[config.mk]
export PLATFORM = sky130hd
export DESIGN_NAME = instr_loader
export DESIGN_NICKNAME = d
export VERILOG_FILES = /design/src/rtl/loader_pkg.sv /design/src/rtl/byte_packer.sv /design/src/rtl/instr_loader.sv
export SDC_FILE = /design/constraint.sdc
export NUM_CORES = 1
export LEC_CHECK = 0
export BUFFER_PORTS_ARGS = -buffer_cell sky130_fd_sc_hd__buf_4
export CORE_UTILIZATION = 60
export CTS_BUF_LIST = sky130_fd_sc_hd__clkbuf_8 sky130_fd_sc_hd__clkbuf_16
export CTS_CLUSTER_DIAMETER = 150
export DETAILED_ROUTE_END_ITERATION = 6
export HOLD_SLACK_MARGIN = 0.03
export PLACE_DENSITY_LB_ADDON = 0.08
export REMOVE_ABC_BUFFERS = 1
export SLEW_MARGIN = 5
export SYNTH_ARGS = -nofsm -noshare
export SYNTH_HDL_FRONTEND = slang
export SYNTH_HIERARCHICAL = 1
export SYNTH_SLANG_ARGS = --single-unit
[constraint.sdc]
create_clock -name clk_i -period 6.53 [get_ports clk_i]
set_input_delay 0.3265 -clock clk_i [delete_from_list [all_inputs] [get_ports clk_i]]
set_output_delay 0.3265 -clock clk_i [all_outputs]
set_load 0.005 [all_outputs]
[src/rtl/loader_pkg.sv]
// Shared types and defaults for the serial instruction loader.
package loader_pkg;
  localparam int         ADDR_W         = 6;
  localparam int         MAX_WORDS_DEF  = 64;
  localparam logic [7:0] START_BYTE_DEF = 8'hFE;

  typedef enum logic [2:0] {
    ST_IDLE,
    ST_HEADER,
    ST_LOAD,
    ST_DONE,
    ST_ERR
  } state_e;
endpackage

[src/rtl/byte_packer.sv]
// Assembles four accepted bytes big-endian into a 32-bit word and pulses when a word is complete.
module byte_packer (
  input  logic        clk_i,
  input  logic        reset,
  input  logic        accept_i,
  input  logic [7:0]  byte_i,
  output logic        last_o,
  output logic [31:0] word_o,
  output logic        word_vld_o
);
  logic [1:0]  idx_p0;
  logic [23:0] part_p0;
  logic [31:0] word_p1;
  logic        vld_p1;

  assign last_o     = accept_i && (idx_p0 == 2'd3);
  assign word_o     = word_p1;
  assign word_vld_o = vld_p1;

  // stage p0 -> p1: byte accumulation, completed word registered with its strobe
  always_ff @(posedge clk_i) begin
    if (reset) begin
      idx_p0  <= 2'd0;
      part_p0 <= 24'd0;
      word_p1 <= 32'd0;
      vld_p1  <= 1'b0;
    end else begin
      vld_p1 <= last_o;
      if (accept_i) begin
        idx_p0 <= idx_p0 + 2'd1;
        if (last_o) begin
          word_p1 <= {part_p0, byte_i};
        end else begin
          part_p0 <= {part_p0[15:0], byte_i};
        end
      end
    end
  end
endmodule

[src/rtl/instr_loader.sv]
// Receives a framed byte stream (start marker, word count, payload) and writes it into instruction memory.
module instr_loader
  import loader_pkg::*;
#(
  parameter int         MAX_WORDS  = MAX_WORDS_DEF,
  parameter logic [7:0] START_BYTE = START_BYTE_DEF
) (
  input  logic              clk_i,
  input  logic              reset,
  input  logic              byte_valid_i,
  input  logic [7:0]        byte_i,
  output logic              imem_we_o,
  output logic [ADDR_W-1:0] imem_addr_o,
  output logic [31:0]       imem_data_o,
  output logic              cpu_rst_o,
  output logic              load_done_o,
  output logic              err_o,
  output logic [6:0]        word_cnt_o
);
  localparam logic [7:0] MAX_B = 8'(MAX_WORDS);

  state_e            state_q, state_d;
  logic [6:0]        n_q;
  logic [6:0]        cnt_q;
  logic [6:0]        cnt_inc;
  logic [ADDR_W-1:0] addr_q;
  logic              accept;
  logic              last_byte;
  logic              is_start;

  assign accept   = byte_valid_i && (state_q == ST_LOAD);
  assign is_start = byte_valid_i && (byte_i == START_BYTE);
  assign cnt_inc  = cnt_q + 7'd1;

  byte_packer u_packer (
    .clk_i      (clk_i),
    .reset      (reset),
    .accept_i   (accept),
    .byte_i     (byte_i),
    .last_o     (last_byte),
    .word_o     (imem_data_o),
    .word_vld_o (imem_we_o)
  );

  always_comb begin
    state_d = state_q;
    unique case (state_q)
      ST_IDLE:   if (is_start) state_d = ST_HEADER;
      ST_HEADER: if (byte_valid_i) begin
        state_d = ((byte_i == 8'd0) || (byte_i > MAX_B)) ? ST_ERR : ST_LOAD;
      end
      ST_LOAD:   if (last_byte && (cnt_inc == n_q)) state_d = ST_DONE;
      ST_DONE:   if (is_start) state_d = ST_HEADER;
      ST_ERR:    state_d = ST_ERR;
      default:   state_d = ST_IDLE;
    endcase
  end

  // counters update on the same edge that registers the word, so the strobe and count appear together
  always_ff @(posedge clk_i) begin
    if (reset) begin
      state_q <= ST_IDLE;
      n_q     <= 7'd0;
      cnt_q   <= 7'd0;
      addr_q  <= '0;
    end else begin
      state_q <= state_d;
      if (state_q == ST_HEADER && byte_valid_i) n_q <= byte_i[6:0];
      if (last_byte) begin
        cnt_q  <= cnt_inc;
        addr_q <= cnt_q[ADDR_W-1:0];
      end else if (state_q == ST_DONE && is_start) begin
        cnt_q <= 7'd0;
      end
    end
  end

  assign imem_addr_o = addr_q;
  assign word_cnt_o  = cnt_q;
  assign load_done_o = (state_q == ST_DONE);
  assign cpu_rst_o   = (state_q != ST_DONE);
  assign err_o       = (state_q == ST_ERR);
endmodule

# == Word-level counts from Yosys, hierarchy flattened ==
# Cells that the tools add are included.
# totals
input_bits,11
elab_cells,44
out_inout_bits,49
regBits,82
# classes
addsub,2
mux,7
n_lt_le_gt_ge,1
n_eq_ne,11
n_reduce_logical,14
bitwise,1
# op_table
op,count
7-bit two-way mux,2
3-bit two-way mux,4
3-bit one-hot mux with 4 select lines,1
8-bit equality test (second input constant),1
8-bit by 7-bit > comparator with 1-bit output (second input constant),1
8-bit zero test,1
7-bit by 1-bit adder with 7-bit output (second input constant),1
7-bit equality test,1
3-bit by 2-bit equality test with 1-bit output (second input constant),2
1-bit logical AND,6
2-bit by 1-bit inequality test with 1-bit output (second input constant),2
2-bit AND reduction,2
3-bit by 1-bit equality test with 1-bit output (second input constant),1
3-bit equality test (second input constant),1
3-bit zero test,1
3-bit by 2-bit inequality test with 1-bit output (second input constant),1
3-bit AND reduction,1
2-bit by 1-bit adder with 2-bit output (second input constant),1
2-bit equality test (second input constant),1
2-bit inequality test (second input constant),1
2-bit nonzero test,1
2-bit OR reduction,1
1-bit logical OR,1
1-bit inverter,1

# == Depth between registers and ports, before layout ==
# depth
ltp_word,6
ltp_mapped,10
depth_no_buf,7

# == Cells and area by module ==
# The synthesis kept the hierarchy.
# modules_own_cells
module,cells_per_inst,seq_area_each_um2,instances,area_per_inst_um2
byte_packer,202,1181.1,1,2306.0
instr_loader,131,460.4,1,1197.4

# == Least setup slack after synthesis ==
# No wires, ideal clock.
# synth_path
path_kind,register -> register
startpoint,register state_q[1]
endpoint,"register addr_q[1], in the netlist imem_addr_o[1]"
setup_ns,0.128
synth_period_minus_slack_ns,2.601
arrival_time_ns,2.473
path_buffers,4
required_ns,6.402
stages_incl_launch_ff,10
slack_ns,3.929
cell_sequence,dfxtp_1 -> buf_4 -> nor4bb_1 -> nand2_2 -> inv_2 -> buf_6 -> clkbuf_1 -> buf_1 -> mux2i_1 -> nor2_1
# synth_via
elab_chain_len,3
# synth_lines
item,line_no,text
start: declaration,instr_loader.sv:22,"state_e state_q, state_d;"
start signal: assignment,instr_loader.sv:67,state_q <= state_d;
3-bit by 2-bit equality test with 1-bit output,instr_loader.sv:31,assign accept = byte_valid_i && (state_q == ST_LOAD);
1-bit logical AND,instr_loader.sv:31,
named net accept,instr_loader.sv:27,logic accept;
1-bit logical AND,byte_packer.sv:16,assign last_o = accept_i && (idx_p0 == 2'd3);
named net last_byte,instr_loader.sv:28,logic last_byte;
end signal: assignment,instr_loader.sv:71,addr_q <= cnt_q[ADDR_W-1:0];
end: declaration,instr_loader.sv:26,logic [ADDR_W-1:0] addr_q;
# The timed path passes the listed nets, and every way through them passes these cells.
# A chain may end at the register's enable or synchronous reset.

# == Worst setup path in the final report ==
# layout_path
startpoint,register state_q[1]
endpoint,register state_q[0]
# layout_via
elab_chain_len,6
word_cells_on_any_way,14
cone_classes,7 x eq/ne; 1 x mux; 6 x reduce/logical
# layout_lines
item,line_no,text
3-bit by 2-bit equality test with 1-bit output,instr_loader.sv:31,
1-bit logical AND,instr_loader.sv:31,
named net accept,instr_loader.sv:27,
1-bit logical AND,byte_packer.sv:16,
named net last_byte,instr_loader.sv:28,
1-bit logical AND,instr_loader.sv:52,ST_LOAD: if (last_byte && (cnt_inc == n_q)) state_d = ST_DONE;
2-bit by 1-bit inequality test with 1-bit output (no line),-,
3-bit AND reduction (no line),-,
# The timed path passes the listed nets, and every way through them passes these cells.

==> results.md <==
- Status: complete, no violations
- Nets: a little under 400
- Die area: between 0.006 and 0.007 sq mm
- Initial core utilization: between 60 and 70%
- Clock Pin Slew Worst Setup and Hold Paths: ~0.08 ns
- Leakage Power: ~1.8 nW
- Worst Path Class, Setup: flip-flop to flip-flop
- Avg Synthesized Cell Area: approximately 11 sq um
- Post-DP HPWL: 4250 um
- CP max FO: 27
- Postcts setup bufs: 0
- Commonest non-fill, non-tap cell in the layout: dfxtp_1
- Area of the multi-input gates: between 0.0015 and 0.002 sq mm
- Hold path cells: 3
- Min cycle time layout: roughly 3.7 ns
- Crit-path max cell delay: 0.89 ns
- Maximum clock path buffer count: 2
- Vias in the first global route: ~2.4k
- Fin crit share: roughly 56%
- I/O Pins: 60
- Library cells used by synthesis: 46
- Die span in y: 78.4 um
- Post-route non-filler standard cell count: roughly 460
- Post-DRT Antenna Nets: 0
- Total grt overflow: 0
- First-pass DRT Iterations: 4
- CP cell instances: nor4bb_1 -> nand2_2 -> inv_2 -> nand2_1 -> nor4_1 -> nand4_1 -> o41ai_1
- CTS Sinks: 82
- Seq cells post-synth: 82
- Peak Freq: ~270 MHz
- DR vias: approximately 2.4k
- GRT Total Usage: 23.5%
- Pwr per Cell Area: about 230 mW/mm^2
- Crit path capture type: flip-flop
- H-tree depth: 3
- Critical path startpoint category: flip-flop
- FP Rows: 27
- Share of layout cells above drive strength 1: a little over a fifth
- Clock Latency Late Sink: 0.34 ns
- Top_reg_cell synth: dfxtp_1
- Dpl ws: 3.06 ns
- Worst path required time: roughly 6.8 ns
- Fraction of registers with async set/reset: 0%
- Total power: just over 0.9 mW
- Gpl congestion: 0.800
- Post-synth EDFFs: 0
- Final setup skew: approximately 0.0052 ns
- Max_cap viols: 0
- Slew @ Worst Pin: 1.07 ns
- RSZ-0062 raised after global routing: no
- Worst R2R Start: state_q[1]
- Mapped Cells: 333
- Via/cell ratio: about 5.3
- Hold_ws: between 0.2 and 0.3 ns
- Post-Syn Area: roughly 0.0035 sq mm
- Slew Viols, Final: 0
- FF/Latch Area: around 0.0016 sq mm
- Global-route wire length before repair: between 10,000 and 15,000 um
- Total CTS buffers: 9
- Final Hold Fails: 0
- CTS tree: yes
- Placed Area: around 0.0039 sq mm
- Final Instance Area: approximately 0.0041 sq mm
- Synth Warn #: 6
- # resized after CTS: 0
- Clock root buffer master: clkbuf_8
- # setup viols final: 0
- Wirelength per Cell: around 14 um
- IO buf count: 59
- Min-delay src: byte_i[2]
- Peak VDD IR: approximately 0.14 mV
- DRC viols: 0
- R2R depth: 7
- Layout Utilization: about three quarters
- Most frequent cells in the layout: dfxtp_1, mux2i_1, nand2b_1
- Setup slack, reg-to-reg: ~2.8 ns
- Core area: 0.00557 sq mm
- Worst EP arrival: ~3.9 ns
- Dpl cells: roughly 440
- Hold_buf cts: 0
- Setup TNS: 0 ns
- Worst setup margin: approximately 2.8 ns
- Sequential cell area fraction in the yosys report: 46.9%
- Diodes inserted: 0
- R2r endpoint: state_q[0]
- DRT iter0 DRCs: approximately 100
- Worst hold endpoint: n_q[2]
- Routed WL: ~6600 um
- Area growth, synth to finish: 17.7%
- Fillers: approximately 440
- Worst hold path class: input pin to flip-flop
- Largest net degree at the start of global routing: 92
- Initial antenna violation count: 0
- Max-slew headroom: between 20% and 30%
- Die Span X: about 80 um
- Slowest stage cell, crit path: nor4bb_1
## cell type report
cell class / count / share of cell area [%]
clock buffer: 12 / 4.00
timing repair buffer: 59 / 10.7
clock inverter: 2 / 1.46
inverter: 3 / 0.273
multi-input combinational: 228 / 41.5
sequential: 82 / 39.8
tap: 72 / 2.18
## cells in the mapped netlist, drive strengths merged (2+ instances only)
cell type  number  area share [%]
a21oi           2            0.39
a22oi           6             1.3
and2b           2            0.46
buf             9             2.5
clkbuf         11             1.5
dfxtp          82              47
ha              2            0.71
inv             3            0.32
mux2i          71              20
nand2          11             1.3
nand2b         66              12
nand3           4            0.57
nand4           2            0.36
nor2           28             3.1
nor3            3            0.57
nor4            2            0.79
xnor2           7             1.8
xor2            6             1.5
## where the power goes
part           internal (mW)  total, mW  switching (mW)  leakage [nW]
clock network          0.243      0.405           0.162         0.115
logic                 0.0115     0.0248          0.0133         0.992
registers              0.500      0.500       0.0000478         0.660
total                  0.754      0.929           0.176          1.77
## layer usage
| metal | vias up | track usage, % | part of all wire [%] |
|---|---|---|---|
| met1 | 1170 | 29.7 | 47 |
| met4 | 0 | 11.5 | 2.0 |
| met5 | - | 0 | 0 |
| met3 | 12 | 3.95 | 3.2 |
| li1 | 1219 | - | - |
| met2 | 45 | 38.9 | 48 |
## state kept, by name, summed over array words and instances, names as in the netlist
| signal | cells |
|---|---|
| word_cnt_o | 7 |
| n_q | 7 |
| state_q | 3 |
| imem_addr_o | 6 |
| u_packer/word_vld_o | 1 |
| u_packer/word_o | 32 |
| u_packer/part_p0 | 24 |
| u_packer/idx_p0 | 2 |
## how the worst max path moves through the flow
stage | cells after the start | startpoint | end
finish | 7 | state_q[1] | state_q[0]
CTS | 7 | state_q[1] | state_q[0]
floorplan | 7 | state_q[1] | state_q[0]
global route | 7 | state_q[1] | state_q[0]
global placement | 8 | byte_valid_i | state_q[0]
detailed placement | 8 | byte_valid_i | state_q[0]
## cells by family after synthesis
logic type	count (synthesis)	share of synthesized area (%)
fa+ha+maj	2	0.714
simple gates	124	20.2
mux	71	20.3
buf+inv	23	4.25
xor+xnor	14	3.89
compound gates	17	3.82
flops	82	46.9
## critical path, delay by kind of cell, from the launching register on
family,cells,cell delay (ns)
AND/OR/NAND/NOR,5,2.03
buffers and inverters,1,0.77
flip-flops,1,0.48
AO/OA/AOI/OAI,1,0.29
Power figures use the tool's default switching activity.
